$ cat src/rtl/pc_unit.sv
// Purpose: fetch-stage program counter with prioritised redirect, stall, misalign trap and optional RAS (macro PC_RAS_EN).
// Latency: next PC is combinational from pc and inputs; pc/epc/misalign_err update 1 cycle later; pc_plus_step same cycle.
// Backpressure: pc_write=0 stalls pc, epc and RAS; trap_en overrides a stall; reset_n low clears state asynchronously.
module pc_unit #(
    parameter int          WIDTH        = 32,
    parameter logic [31:0] RESET_VECTOR = 32'h0000_0000,
    parameter logic [31:0] TRAP_VECTOR  = 32'h0000_0080,
    parameter int          STEP         = 4,
    parameter int          ALIGN_BITS   = 2,
    parameter int          RAS_DEPTH    = 4
) (
    input  logic             clk,
    input  logic             reset_n,
    input  logic             pc_write,
    input  logic             trap_en,
    input  logic             jump_en,
    input  logic [WIDTH-1:0] jump_target,
    input  logic             branch_taken,
    input  logic [WIDTH-1:0] branch_target,
    input  logic             call_en,
    input  logic             ret_en,
    output logic [WIDTH-1:0] pc,
    output logic [WIDTH-1:0] pc_plus_step,
    output logic [WIDTH-1:0] epc,
    output logic             misalign_err,
    output logic             ras_empty
);

    localparam logic [WIDTH-1:0] RST_PC  = WIDTH'(RESET_VECTOR);
    localparam logic [WIDTH-1:0] TRAP_PC = WIDTH'(TRAP_VECTOR);

    logic [WIDTH-1:0] pc_q, pc_d;
    logic [WIDTH-1:0] epc_q, epc_d;
    logic             misalign_q, misalign_d;

    // RAS handshake into the core selection logic
    logic             ret_take;    // return redirect actually taken this cycle
    logic             jump_sel;    // jump_target is the selected source
    logic [WIDTH-1:0] ras_top;
    logic             push;
    logic             pop;

    // Sequential step wraps naturally at the PC width
    assign pc_plus_step = pc_q + WIDTH'(STEP);
    assign pc           = pc_q;
    assign epc          = epc_q;
    assign misalign_err = misalign_q;

`ifdef PC_RAS_EN
    localparam int PTR_W = $clog2(RAS_DEPTH);
    localparam int CNT_W = PTR_W + 1;

    logic [WIDTH-1:0] ras_q [RAS_DEPTH];
    logic [WIDTH-1:0] ras_d [RAS_DEPTH];
    logic [PTR_W-1:0] ptr_q, ptr_d;   // next slot to write; top is ptr_q-1
    logic [CNT_W-1:0] cnt_q, cnt_d;
    logic [PTR_W-1:0] top_idx;

    assign top_idx   = ptr_q - 1'b1;
    assign ras_top   = ras_q[top_idx];
    assign ras_empty = (cnt_q == '0);
    assign ret_take  = ret_en && !ras_empty;
    assign jump_sel  = jump_en;

    // RAS next state: circular push overwrites oldest, count saturates at depth
    always_comb begin
        ras_d = ras_q;
        ptr_d = ptr_q;
        cnt_d = cnt_q;
        if (pop) begin
            ptr_d = top_idx;
            cnt_d = cnt_q - 1'b1;
        end else if (push) begin
            ras_d[ptr_q] = pc_plus_step;
            ptr_d        = ptr_q + 1'b1;
            if (cnt_q != CNT_W'(RAS_DEPTH)) begin
                cnt_d = cnt_q + 1'b1;
            end
        end
    end

    // RAS storage and pointer registers
    always_ff @(posedge clk or negedge reset_n) begin
        if (!reset_n) begin
            for (int i = 0; i < RAS_DEPTH; i++) begin
                ras_q[i] <= '0;
            end
            ptr_q <= '0;
            cnt_q <= '0;
        end else begin
            ras_q <= ras_d;
            ptr_q <= ptr_d;
            cnt_q <= cnt_d;
        end
    end
`else
    // Without a RAS a return is just another jump through jump_target
    logic unused_ras;
    assign unused_ras = call_en ^ push ^ pop;
    assign ras_top    = '0;
    assign ras_empty  = 1'b1;
    assign ret_take   = 1'b0;
    assign jump_sel   = jump_en || ret_en;
`endif

    // Next-PC selection: trap > return > jump > branch > sequential
    always_comb begin
        logic             redirect;
        logic [WIDTH-1:0] target;
        pc_d       = pc_q;
        epc_d      = epc_q;
        misalign_d = 1'b0;
        push       = 1'b0;
        pop        = 1'b0;
        redirect   = 1'b0;
        target     = '0;
        if (trap_en) begin
            pc_d  = TRAP_PC;
            epc_d = pc_q;
        end else if (pc_write) begin
            if (ret_take) begin
                pc_d = ras_top;
                pop  = 1'b1;
            end else if (jump_sel) begin
                redirect = 1'b1;
                target   = jump_target;
            end else if (branch_taken) begin
                redirect = 1'b1;
                target   = branch_target;
            end else begin
                pc_d = pc_plus_step;
            end
            if (redirect) begin
                if (target[ALIGN_BITS-1:0] != '0) begin
                    // Misaligned redirect traps and leaves the RAS alone
                    pc_d       = TRAP_PC;
                    epc_d      = pc_q;
                    misalign_d = 1'b1;
                end else begin
                    pc_d = target;
                    push = call_en && jump_en;
                end
            end
        end
    end

    // PC, fault PC and misalign pulse registers
    always_ff @(posedge clk or negedge reset_n) begin
        if (!reset_n) begin
            pc_q       <= RST_PC;
            epc_q      <= '0;
            misalign_q <= 1'b0;
        end else begin
            pc_q       <= pc_d;
            epc_q      <= epc_d;
            misalign_q <= misalign_d;
        end
    end

endmodule

$ cat config.mk
export PLATFORM = sky130hd
export DESIGN_NAME = pc_unit
export DESIGN_NICKNAME = d
export VERILOG_FILES = /design/src/rtl/pc_unit.sv
export SDC_FILE = /design/constraint.sdc
export NUM_CORES = 1
export LEC_CHECK = 0
export ABC_CLOCK_PERIOD_IN_PS = 3000
export CELL_PAD_IN_SITES_DETAIL_PLACEMENT = 0
export CELL_PAD_IN_SITES_GLOBAL_PLACEMENT = 1
export CORE_MARGIN = 2
export CORE_UTILIZATION = 29
export CTS_CLUSTER_DIAMETER = 100
export DETAILED_ROUTE_END_ITERATION = 16
export PLACE_DENSITY = 0.73
export SLEW_MARGIN = 20
export SYNTH_ARGS = -nofsm -noshare
export SYNTH_HDL_FRONTEND = slang
export SYNTH_SLANG_ARGS = --single-unit
$ cat constraint.sdc
create_clock -name clk -period 3 [get_ports clk]
set_input_delay 0.6 -clock clk [delete_from_list [all_inputs] [get_ports clk]]
set_output_delay 0.6 -clock clk [all_outputs]
set_load 0.03 [all_outputs]
==> metrics.yaml <==
status: "finished clean"
slew_headroom_pct: 41.0
layout.nets: 697
max_clock_freq_mhz: 344
drt_pass1_iterations: 6
ant_nets: 0
core-area_um2: 13800
maxCapViolCount: 0
area_growth_pct: 60.5
cts_max_level: 3
final_cells: 808
r2r_cells: 8
critPathRequiredTime_ps: 2400
clock-sinks: 65
routed_wirelength_um: 15100
fin_crit_ps: 2910
place.gp.congestion: 0.847
synth-seq-area-share_pct: 40.2
dpl_worst_slack_ps: 229
fp.dieW_um: 122
portBuffers: 167
tns_ps: 0
async_flop_share_pct: 100
antennaDiodeCount: 0
synth_top_area_share_pct: 40.2
drc_errors: 0
design_area_um2: 6500
vias: 4190
grt_pass1_wl_um: 23100
clk_latency_ps: 340
ys_warn_count: 0
hold_path_class: "primary input to asynchronous set/reset pin"
mostFrequentLayoutCell: "clkdlybuf4s50_1"
hpwl_um: 11100
final_cell_mix: "clkdlybuf4s50_1 (144), dfrtp_1 (62), buf_4 (50)"
numCtsBuffers: 9
syn_area_um2: 4050
leakagePower_nw: 2.65
place_inst: 788
vias_per_cell: 5.19
synth-edff-count: 0
grt_pass1_vias: 4199
antenna_found_initial: 0
cp.arrival_ps: 2310
io_pins: 170
synth.avg_cell_area_um2: 9.14
tightest_slew_ps: 885
final.setup.worst_slack_ps: 93.6
hold_viol_final: 0
crit_path_end_kind: "primary output"
cellPowerDensity_nw_per_um2: 426
first_iter_violations: 252
syn_inst: 443
rows: 43
yosysTopAreaCell: "dfrtp_1"
wl_per_cell_um: 18.6
track_usage_pct: 20.4
clk_path_buf_depth: 2
setup_viol: 0
initial_utilization_pct: 29.4
ys_types: 61
min_period_over_period_pct: 96.9
dr_wl_met3_um: 886
synth_nets: 516
drv_slew: 0
cts_root_buffer: "clkbuf_16"
synth_ff_type: "dfrtp_1"
skew_ps: 6.56
placed_area_um2: 6100
ys_ff_latch: 65
die_area_um2: 14900
grt_max_degree: 66
grt-ovfl-total: 0
startpoint_type: "flop"
critPathMaxFanout: 6
synth_area_leaders: "dfrtp_1 (40%), mux2_2 (9.2%), a21oi_1 (5.2%)"
ir_drop_uv: 284
cts_tree: "built"
die_y_um: 122
routed-wl-met2_um: 7050
drive_above_1_share_pct: 21.0
clkTransAtPathRegs_ps: 50
highest_layer: "met4"
worst-setup-path-type: "flop to primary output"
finish.utilization_pct: 47.2
wl_met1_um: 6840
-- through the flow --
| stage | power, mW | hold WS (ps) |
|---|---|---|
| after global placement | 1.64 | 468 |
| after floorplan | 1.30 | 304 |
| final | 2.77 | 383 |
| after global routing | 2.89 | 447 |
| after detailed placement | 1.65 | 470 |
| after CTS | 2.80 | 426 |
-- registers in the layout, summed over array words and instances, names as in the netlist --
register,count
epc,32
pc,32
misalign_err,1
-- routing by layer --
| metal | vias to the layer above | track usage [%] |
|---|---|---|
| met3 | 17 | 4.12 |
| met2 | 142 | 32.2 |
| met5 | - | 0 |
| met4 | 0 | 8.26 |
| li1 | 1982 | - |
| met1 | 2049 | 27.4 |
-- cells in the mapped netlist, drive strengths merged (2+ instances only) --
library cell	number
dfrtp	65
a21oi	42
o21ai	42
nand2	35
mux2	33
nor2	22
clkbuf	20
xnor2	20
nand3	18
buf	16
nor3	13
a31oi	12
inv	8
nand4	8
xor2	8
o2bb2ai	6
nor4	5
a21boi	4
a22o	4
and2	4
and3	4
mux2i	4
o21a	4
a2bb2oi	3
and4	3
nor3b	3
o32a	3
or2	3
or3	3
a211oi	2
nand3b	2
nor2b	2
o311a	2
o31ai	2
-- power breakdown --
group          switching [mW]  leakage (nW)  internal, mW  total [mW]
Sequential             0.0452         0.873         0.924       0.969
Clock                   0.389         0.153         0.745        1.13
Combinational           0.356          1.63         0.309       0.665
Total                   0.789          2.65          1.98        2.77
-- repair_timing --
item                                   in CTS  in global routing
setup endpoints to repair                   9                  8
setup buffers                               2                  3
cloned                                      0                  0
hold buffers                                0                  0
pin swaps                                   1                  3
resized for setup                           8                  7
endpoints found under the hold margin       0                  0
-- final timing paths --
kind | slack [ps] | start | endpoint
max in group asynchronous | 1980 | reset_n | pc[3]
worst max register to register | 670 | pc[8] | pc[27]
worst max-delay path | 90 | pc[3] | pc_plus_step[6]
worst min register to register | 480 | epc[2] | epc[2]
worst min-delay path | 380 | reset_n | epc[13]
min in group clk | 480 | epc[2] | epc[2]
-- kinds of logic after synthesis --
family,synth area share (%)
xor+xnor,6.06
fa+ha+maj,0.309
mux,10.2
flops,40.2
buf+inv,5.38
compound gates,20.6
simple gates,17.2
other cells,0.0926
-- worst max-delay path, cell delays in order, from the launching register on --
cell and delay (ps):
dfrtp_2 460, ha_1 230, buf_4 160, and2_1 160, nand2_1 80, xnor2_1 160, clkdlybuf4s50_1 720
-- layout make-up --
class	count	area [um2]
Fill cell	1327	7280
Clock inverter	3	65.1
Inverter	8	30.0
Tap cell	180	225
Timing Repair Buffer	207	2030
Sequential cell	65	1630
Multi-Input combinational cell	333	2270
Clock buffer	12	246
(Power assumes the default switching activity.)
